## src/rtl/nibble_serial_adder_pkg.sv

```systemverilog
// Shared definitions for the nibble-serial adder: slice width and FSM encoding.
package nibble_serial_adder_pkg;

  localparam int NIBBLE = 4;

  typedef enum logic [1:0] {
    ST_IDLE = 2'd0,
    ST_RUN  = 2'd1,
    ST_DONE = 2'd2
  } state_t;

endpackage

```

## src/rtl/nibble_serial_adder_if.sv

```systemverilog
// Operand and result handshakes of the nibble-serial adder.
// master = operand source / result consumer, slave = the adder.
interface nibble_serial_adder_if #(
  parameter int WIDTH = 16
);

  logic             in_valid;
  logic             in_ready;
  logic [WIDTH-1:0] a;
  logic [WIDTH-1:0] b;
  logic             cin;
  logic             out_valid;
  logic             out_ready;
  logic [WIDTH-1:0] sum;
  logic             cout;
  logic             ovf;

  modport master (
    output in_valid, a, b, cin, out_ready,
    input  in_ready, out_valid, sum, cout, ovf
  );

  modport slave (
    input  in_valid, a, b, cin, out_ready,
    output in_ready, out_valid, sum, cout, ovf
  );

endinterface

```

## src/rtl/nibble_serial_adder_cla4_slice.sv

```systemverilog
// Purely combinational 4-bit carry-lookahead adder slice.
module cla4_slice (
  input  logic [3:0] a,
  input  logic [3:0] b,
  input  logic       cin,
  output logic [3:0] sum,
  output logic       cout
);

  logic [3:0] w_g;
  logic [3:0] w_p;
  logic [4:0] w_c;

  assign w_g = a & b;
  assign w_p = a ^ b;

  // Every carry is flattened straight from the generate/propagate terms
  assign w_c[0] = cin;
  assign w_c[1] = w_g[0] | (w_p[0] & cin);
  assign w_c[2] = w_g[1] | (w_p[1] & w_g[0]) | (w_p[1] & w_p[0] & cin);
  assign w_c[3] = w_g[2] | (w_p[2] & w_g[1]) | (w_p[2] & w_p[1] & w_g[0])
                | (w_p[2] & w_p[1] & w_p[0] & cin);
  assign w_c[4] = w_g[3] | (w_p[3] & w_g[2]) | (w_p[3] & w_p[2] & w_g[1])
                | (w_p[3] & w_p[2] & w_p[1] & w_g[0])
                | (w_p[3] & w_p[2] & w_p[1] & w_p[0] & cin);

  assign sum  = w_p ^ w_c[3:0];
  assign cout = w_c[4];

endmodule

```

## src/rtl/nibble_serial_adder.sv

```systemverilog
// Sequential WIDTH-bit adder: one shared CLA slice processes a nibble per cycle,
// LSB first, between a valid/ready operand port and a valid/ready result port.
module nibble_serial_adder
  import nibble_serial_adder_pkg::*;
#(
  parameter int WIDTH = 16
) (
  input  logic                  clk,
  input  logic                  rst_n,
  nibble_serial_adder_if.slave  bus
);

  localparam int NN    = WIDTH / NIBBLE;
  localparam int IDX_W = (NN > 1) ? $clog2(NN) : 1;
  localparam logic [IDX_W-1:0] IDX_LAST = IDX_W'(NN - 1);

  state_t             r_state;
  logic [WIDTH-1:0]   r_a;
  logic [WIDTH-1:0]   r_b;
  logic [WIDTH-1:0]   r_sum;
  logic [IDX_W-1:0]   r_idx;
  logic               r_carry;
  logic               r_cout;
  logic               r_ovf;
  logic               r_in_ready;
  logic               r_out_valid;

  logic [WIDTH-1:0]   w_a_sh;
  logic [WIDTH-1:0]   w_b_sh;
  logic [NIBBLE-1:0]  w_a_nib;
  logic [NIBBLE-1:0]  w_b_nib;
  logic [NIBBLE-1:0]  w_nib_sum;
  logic               w_nib_cout;
  logic [WIDTH-1:0]   w_mask;
  logic [WIDTH-1:0]   w_ins;
  logic               w_ovf;

  // Nibble mux: shift the current nibble down to bit 0 rather than slicing,
  // so the select stays in range for every legal WIDTH.
  assign w_a_sh  = r_a >> (NIBBLE * int'(r_idx));
  assign w_b_sh  = r_b >> (NIBBLE * int'(r_idx));
  assign w_a_nib = w_a_sh[NIBBLE-1:0];
  assign w_b_nib = w_b_sh[NIBBLE-1:0];

  cla4_slice u_cla (
    .a    (w_a_nib),
    .b    (w_b_nib),
    .cin  (r_carry),
    .sum  (w_nib_sum),
    .cout (w_nib_cout)
  );

  // Read-modify-write of the sum register at the current nibble position
  assign w_mask = WIDTH'(4'hF) << (NIBBLE * int'(r_idx));
  assign w_ins  = WIDTH'(w_nib_sum) << (NIBBLE * int'(r_idx));

  // Only meaningful on the last nibble, where the slice sum MSB is sum[WIDTH-1]
  assign w_ovf = (r_a[WIDTH-1] == r_b[WIDTH-1]) && (w_nib_sum[NIBBLE-1] != r_a[WIDTH-1]);

  assign bus.in_ready  = r_in_ready;
  assign bus.out_valid = r_out_valid;
  assign bus.sum       = r_sum;
  assign bus.cout      = r_cout;
  assign bus.ovf       = r_ovf;

  // Control FSM with operand, sum and carry registers and registered handshake outputs
  always_ff @(posedge clk or negedge rst_n) begin
    if (!rst_n) begin
      r_state     <= ST_IDLE;
      r_a         <= '0;
      r_b         <= '0;
      r_sum       <= '0;
      r_idx       <= '0;
      r_carry     <= 1'b0;
      r_cout      <= 1'b0;
      r_ovf       <= 1'b0;
      r_in_ready  <= 1'b1;
      r_out_valid <= 1'b0;
    end else begin
      unique case (r_state)
        ST_IDLE: begin
          if (bus.in_valid) begin
            r_a        <= bus.a;
            r_b        <= bus.b;
            r_carry    <= bus.cin;
            r_idx      <= '0;
            r_in_ready <= 1'b0;
            r_state    <= ST_RUN;
          end
        end
        ST_RUN: begin
          r_sum   <= (r_sum & ~w_mask) | w_ins;
          r_carry <= w_nib_cout;
          if (r_idx == IDX_LAST) begin
            r_idx       <= '0;
            r_cout      <= w_nib_cout;
            r_ovf       <= w_ovf;
            r_out_valid <= 1'b1;
            r_state     <= ST_DONE;
          end else begin
            r_idx <= r_idx + 1'b1;
          end
        end
        ST_DONE: begin
          if (bus.out_ready) begin
            r_out_valid <= 1'b0;
            r_in_ready  <= 1'b1;
            r_state     <= ST_IDLE;
          end
        end
        default: begin
          r_state     <= ST_IDLE;
          r_in_ready  <= 1'b1;
          r_out_valid <= 1'b0;
        end
      endcase
    end
  end

endmodule
```

## src/flat_wrapper.sv

```systemverilog
// flat-port wrapper written by rule: the top's interface ports become plain ports
module nibble_serial_adder_flat import nibble_serial_adder_pkg::*;
#(
  parameter int WIDTH = 16
)
  (clk, rst_n, bus_in_valid, bus_a, bus_b, bus_cin, bus_out_ready, bus_in_ready, bus_out_valid, bus_sum, bus_cout, bus_ovf);
  nibble_serial_adder_if #(.WIDTH(WIDTH)) bus_i ();
  input  logic clk;
  input  logic rst_n;
  input wire logic [$bits(bus_i.in_valid)-1:0] bus_in_valid;
  input wire logic [$bits(bus_i.a)-1:0] bus_a;
  input wire logic [$bits(bus_i.b)-1:0] bus_b;
  input wire logic [$bits(bus_i.cin)-1:0] bus_cin;
  input wire logic [$bits(bus_i.out_ready)-1:0] bus_out_ready;
  output wire logic [$bits(bus_i.in_ready)-1:0] bus_in_ready;
  output wire logic [$bits(bus_i.out_valid)-1:0] bus_out_valid;
  output wire logic [$bits(bus_i.sum)-1:0] bus_sum;
  output wire logic [$bits(bus_i.cout)-1:0] bus_cout;
  output wire logic [$bits(bus_i.ovf)-1:0] bus_ovf;
  assign bus_i.in_valid = bus_in_valid;
  assign bus_i.a = bus_a;
  assign bus_i.b = bus_b;
  assign bus_i.cin = bus_cin;
  assign bus_i.out_ready = bus_out_ready;
  assign bus_in_ready = bus_i.in_ready;
  assign bus_out_valid = bus_i.out_valid;
  assign bus_sum = bus_i.sum;
  assign bus_cout = bus_i.cout;
  assign bus_ovf = bus_i.ovf;
  nibble_serial_adder #(.WIDTH(WIDTH)) u_core (.clk(clk), .rst_n(rst_n), .bus(bus_i));
endmodule
```

## config.mk

```make
export PLATFORM = sky130hd
export DESIGN_NAME = nibble_serial_adder_flat
export DESIGN_NICKNAME = d
export VERILOG_FILES = /design/src/rtl/nibble_serial_adder_pkg.sv /design/src/rtl/nibble_serial_adder_if.sv /design/src/rtl/nibble_serial_adder_cla4_slice.sv /design/src/rtl/nibble_serial_adder.sv /design/src/flat_wrapper.sv
export SDC_FILE = /design/constraint.sdc
export NUM_CORES = 1
export LEC_CHECK = 0
export ABC_AREA = 1
export BUFFER_PORTS_ARGS = -buffer_cell sky130_fd_sc_hd__buf_4
export CAP_MARGIN = 25
export CORE_MARGIN = 2
export CORE_UTILIZATION = 56
export CTS_BUF_LIST = sky130_fd_sc_hd__clkbuf_4 sky130_fd_sc_hd__clkbuf_8
export DETAILED_ROUTE_END_ITERATION = 16
export PLACE_DENSITY = 0.91
export SYNTH_ARGS = -nofsm -noshare
export SYNTH_HDL_FRONTEND = slang
export SYNTH_SLANG_ARGS = --single-unit
```

## constraint.sdc

```tcl
create_clock -name clk -period 2.27 [get_ports clk]
set_input_delay 0.3405 -clock clk [delete_from_list [all_inputs] [get_ports clk]]
set_output_delay 0.3405 -clock clk [all_outputs]
set_load 0.01 [all_outputs]
```

## Word-level counts from Yosys, hierarchy flattened

Index checks and enable logic that the tools add are counted.

- Bits in registers: 57
- Input bits: 37

- Add/subtract/negate cells: 1
- Equality and inequality tests: 8
- Shift-type cells: 4
- Muxes and demuxes: 15
- Bitwise operators: 34
- Reduce and logical (&&, ||, !) cells: 9

Operators with widths:

| operator | count |
|---|---|
| >> shifter 16 x 4 -> 4 bit | 2 |
| AND 1 bit | 16 |
| AND 16 bit | 1 |
| NOT 16 bit | 1 |
| OR 16 bit | 1 |
| left shift 4 x 4 -> 16 bit | 1 |
| left shift 4 x 4 -> 16 bit, first input constant | 1 |
| two-way mux 2 bit | 5 |
| OR 1 bit | 10 |
| AND reduction 3 bit | 3 |
| XOR 4 bit | 2 |
| case mux 1 bit (3 select lines) | 2 |
| case mux 2 bit (3 select lines) | 1 |
| AND reduction 2 bit | 3 |
| two-way mux 1 bit | 5 |
| AND 4 bit | 1 |
| == test 2 bit, second input constant | 2 |
| != test 2 bit, second input constant | 2 |
| case mux 2 bit (2 select lines) | 1 |
| adder 2 x 1 -> 2 bit, second input constant | 1 |
| == test 2 x 1 -> 1 bit, second input constant | 1 |
| logical NOT 2 bit | 1 |
| != test 2 x 1 -> 1 bit, second input constant | 1 |
| NOT 1 bit | 2 |
| other kinds (5) | 5 |

## Depth between registers and ports, before layout

- Word-level depth: 9
- Mapped depth: 14
- Mapped depth without buffers: 13

## Hierarchy

Synthesis repeated with hierarchy kept, for this count alone.

- Cell total of the unflattened synthesis: 330
- Area total of the unflattened synthesis: 2,787.7 um^2

By module, submodules not included:

| module | times used | cells each | area each (um^2) |
|---|---|---|---|
| nibble_serial_adder | 1 | 299 | 2,598.7 |
| cla4_slice | 1 | 31 | 188.9 |

## Worst setup path after synthesis

No wires, ideal clock.

- Kind: register to register
- From: register u_core.r_idx[0]
- To: register u_core.r_sum[3] (netlist: u_core.bus.sum[3])
- Library setup time: 0.117 ns
- Arrival: 1.812 ns
- Required time: 2.153 ns
- Path slack: 0.341 ns
- Cell stages (with the launch flop): 13
- Path buffers: 1
- Period minus slack after synthesis: 1.929 ns
- Path through: dfrtp_1 > inv_1 > buf_2 > o21ai_0 > o22ai_1 > ha_1 > or2_0 > nand2_2 > nand2_2 > nand2_1 > nand2_1 > nand3_1 > nand2_1

- Longest elaborated chain between the ends: 9

RTL lines:

| element | line | text |
|---|---|---|
| start, declared | nibble_serial_adder.sv:21 | `logic [IDX_W-1:0] r_idx;` |
| start signal, assigned | nibble_serial_adder.sv:101 | `r_idx <= r_idx + 1'b1;` |
| >> shifter 16 x 4 -> 4 bit (on tied branches) | nibble_serial_adder.sv:40, nibble_serial_adder.sv:41 |  |
| XOR 4 bit or AND 4 bit (tied branches) | nibble_serial_adder_cla4_slice.sv:15, nibble_serial_adder_cla4_slice.sv:14 |  |
| AND 1 bit (on tied branches) | nibble_serial_adder_cla4_slice.sv:21, nibble_serial_adder_cla4_slice.sv:22 |  |
| OR 1 bit, or another cell as far along | nibble_serial_adder_cla4_slice.sv:21 | `assign w_c[3] = w_g[2] \| (w_p[2] & w_g[1]) \| (w_p[2] & w_p[1] & w_g[0])` |
| OR 1 bit or AND 1 bit (tied branches) | nibble_serial_adder_cla4_slice.sv:21, nibble_serial_adder_cla4_slice.sv:22 |  |
| OR 1 bit | nibble_serial_adder_cla4_slice.sv:22 | `\| (w_p[2] & w_p[1] & w_p[0] & cin);` |
| XOR 4 bit | nibble_serial_adder_cla4_slice.sv:27 | `assign sum = w_p ^ w_c[3:0];` |
| left shift 4 x 4 -> 16 bit | nibble_serial_adder.sv:55 | `assign w_ins = WIDTH'(w_nib_sum) << (NIBBLE * int'(r_idx));` |
| OR 16 bit * | nibble_serial_adder.sv:92 | `r_sum <= (r_sum & ~w_mask) \| w_ins;` |
| end signal, assigned | nibble_serial_adder.sv:92 |  |
| end, declared | nibble_serial_adder.sv:20 | `logic [WIDTH-1:0] r_sum;` |

Every way passes the cells marked *; elsewhere a longest branch is shown, timed or not.
A chain may end at the register's enable or synchronous reset.

## Worst setup path in the final report

- From: register u_core.r_idx[0]
- To: register u_core.r_sum[11] (netlist: u_core.bus.sum[11])

The elaborated chain is that of the path after synthesis.

==> impl_metrics.py <==
metrics = {
    "outcome": {
        "status": "complete, no violations",
    },
    "clocking": {
        "insertion_delay_ns": 0.34,
        "htree_levels": 3,
        "path_clk_slew_ns": 0.06,
        "cts_tree": "yes",
        "hold_buffers": 0,
        "clock-sinks": 57,
        "clock_path_buffers": 2,
        "cts_root_buffer": "clkbuf_8",
        "numCtsBuffers": 9,
    },
    "logic_synthesis": {
        "synth_top_area_share_pct": 52.4,
        "yosys.area.top_type": "dfrtp_1",
        "synth-edff-count": 0,
        "syn-mean-instance-area_um2": 8.21,
        "ys_warn_count": 0,
        "synthTopCellsByArea": "dfrtp_1 (52%), nand2_1 (21%), o21ai_0 (5.2%)",
        "netlist_area_mm2": 0.00268,
        "synth.distinct_cells": 24,
        "synth_cells": 326,
        "async_flop_share_pct": 100,
        "yosysSeqAreaShare_pct": 53.3,
        "syn_nets": 373,
        "ys_seq_elements": 57,
        "synth_flop_cell": "dfrtp_1",
        "yosys-top-cells-count": "nand2_1 (147), dfrtp_1 (56), o21ai_0 (28)",
        "synth.most_common_cell": "nand2_1",
    },
    "layout": {
        "design_area_mm2": 0.00332,
        "drive_gt1_share_pct": 22.6,
        "ff_latch_area_mm2": 0.00143,
        "multi_input_area_mm2": 0.00114,
        "diodes": 0,
        "syn2layout_area_growth_pct": 24.2,
        "n_fill_cell": 372,
        "final_nets": 433,
    },
    "setup_path": {
        "endpoint": "u_core.bus.sum[11]",
        "reg2reg_to": "u_core.bus.sum[11]",
        "cp-startpoint": "u_core.r_idx[0]",
        "end_kind": "flop",
        "ff2ff_path_depth": 11,
        "crit_fanout": 13,
        "crit_type": "reg -> reg",
        "required_ns": 2.50,
        "crit_path_start_kind": "flop",
        "worstPathArrival_ns": 2.29,
        "reg2reg_slack_ns": 0.21,
        "timing.rr.start": "u_core.r_idx[0]",
    },
    "timing": {
        "setup_ws_ns": 0.206,
        "maxSlewViolCount": 0,
        "fin_hold_ws_ns": 0.0532,
        "setup-violations-final": 0,
        "hold_viol": 0,
        "final.setup.tns_ns": 0,
        "slew_headroom_pct": 54.1,
        "clock_skew_ns": 0.00575,
        "post-route-period-util_pct": 90.9,
        "worst_slew_pin_slew_ns": 0.688,
        "max_freq_mhz": 485,
        "min_period_ns": 2.06,
        "rsz0062_at_grt": "false",
    },
    "pwr": {
        "power_mw": 5.50,
        "power_frac_comb_pct": 50.9,
        "power_frac_clock_pct": 15.7,
        "switching_share_pct": 43.9,
        "p_per_area_mw_per_mm2": 1650,
        "irDropWorstVdd_v": 0.000807,
        "p_leak_nw": 1.81,
        "internal_power_mw": 3.08,
        "power.switching_mw": 2.41,
        "p_seq_share_pct": 33.5,
    },
    "global_route": {
        "grt_pass1_vias": 2234,
        "track_usage_pct": 24.2,
        "antenna_found_initial": 0,
        "overflow": 0,
        "grt_first_pass_wirelength_um": 9790,
        "grt_max_degree": 58,
    },
    "floorplan": {
        "die_y_um": 73.1,
        "initial_core_util_pct": 57.4,
        "placementRows": 25,
        "pin_count": 57,
        "chipWidth_um": 73.1,
        "die_area_mm2": 0.00535,
        "core_area_mm2": 0.00466,
    },
    "job": {
        "drv_cap": 0,
    },
    "route": {
        "drc": 0,
        "wl_met3_um": 340,
        "wl_um": 5810,
        "vias": 2325,
        "firstDrtPassIters": 4,
        "wl_per_cell_um": 13.1,
        "final_antenna_net_count": 0,
        "vias_per_cell": 5.24,
        "drt-met1-wl_um": 2520,
        "drt_iter0_drc": 157,
        "top_layer_used": "met4",
        "wl_met2_um": 2790,
    },
    "worst_hold_path": {
        "hp-class": "in -> async",
    },
    "placed_design": {
        "pre_cts_slack_ns": 0.124,
        "dpl.hpwl_um": 4170,
        "place_congestion": 0.852,
        "placement.io_buffers": 56,
        "placed_area_mm2": 0.00313,
    },
}
## flip-flops by register name, indices dropped and copies added (netlist names)
name and count:
u_core.bus.ovf 1, u_core.r_a 16, u_core.bus.in_ready 1, u_core.r_carry 1, u_core.bus.cout 1, u_core.bus.sum 16
u_core.r_b 16, u_core.bus.out_valid 1, u_core.r_idx 2, u_core.r_state 2
## layer usage
layer / vias up / GRT usage, %
met5: - / 0
met4: 0 / 12.6
met3: 16 / 4.83
met2: 84 / 39.5
met1: 1071 / 30.5
li1: 1154 / -
## cell type report
type,instances,area share (%)
multi-input combinational,243,34.3
clock buffer,12,4.97
clock inverter,3,0.452
tap,54,2.03
timing repair buffer,60,13.6
sequential,57,43.0
inverter,15,1.69
## power by group through the flow
stage | clock network, mW | logic (mW) | registers, mW
2_1_floorplan | 0 | 1.94 | 1.82
3_3_place_gp | 0 | 2.64 | 1.82
3_5_place_dp | 0 | 2.75 | 1.84
4_1_cts | 0.875 | 2.76 | 1.83
5_1_grt | 0.912 | 3.22 | 1.90
6_report | 0.862 | 2.80 | 1.84
## through the flow
step | cells | util, %
after floorplan | 326 | -
after global placement | 429 | 67.1
after detailed placement | 429 | 67.1
after CTS | 444 | 71.0
after global routing | 444 | 71.3
final | 444 | 71.3
## worst max-delay path: stages, from the launching register on
cell     delay (ns)
dfrtp_1        0.38
inv_1          0.27
o21ai_0        0.14
o22ai_1        0.15
ha_1           0.30
or2_0          0.24
nand2_2        0.10
nand2_2        0.06
nand2_1        0.08
nand2_1        0.09
nand3_1        0.09
nand2_1        0.06
## cell families after synthesis
family          Yosys count  share of synthesized area, %
xor+xnor                  1                         0.327
flops                    57                          53.3
buf+inv                  26                          4.53
compound gates           43                          8.60
fa+ha+maj                10                          4.96
simple gates            189                          28.2
## cells in the final DEF (no fill, tap or decap), drive strengths merged
cell type / instances
dfrtp: 56
nor2: 23
nand2: 150
xor2: 1
fa: 1
nand3: 13
o21ai: 31
buf: 60
clkinv: 3
a22o: 1
a21oi: 2
ha: 9
nand4: 1
dfstp: 1
inv: 15
o22ai: 9
clkbuf: 12
or2: 2
## worst min-delay path by stage
stage,startpoint,endpoint,cells past startpoint
5_1_grt,rst_n,u_core.r_a[11],1
3_5_place_dp,rst_n,u_core.bus.out_valid,1
6_report,rst_n,u_core.bus.out_valid,1
2_1_floorplan,rst_n,u_core.bus.cout,0
3_3_place_gp,rst_n,u_core.bus.out_valid,1
4_1_cts,rst_n,u_core.bus.ovf,1
## what timing repair did
item                       4_1_cts  5_1_grt
setup endpoints to repair        0       11
setup buffers                    0        0
gates resized for setup          0        3
Note: power is estimated with default switching activity, not from simulation.
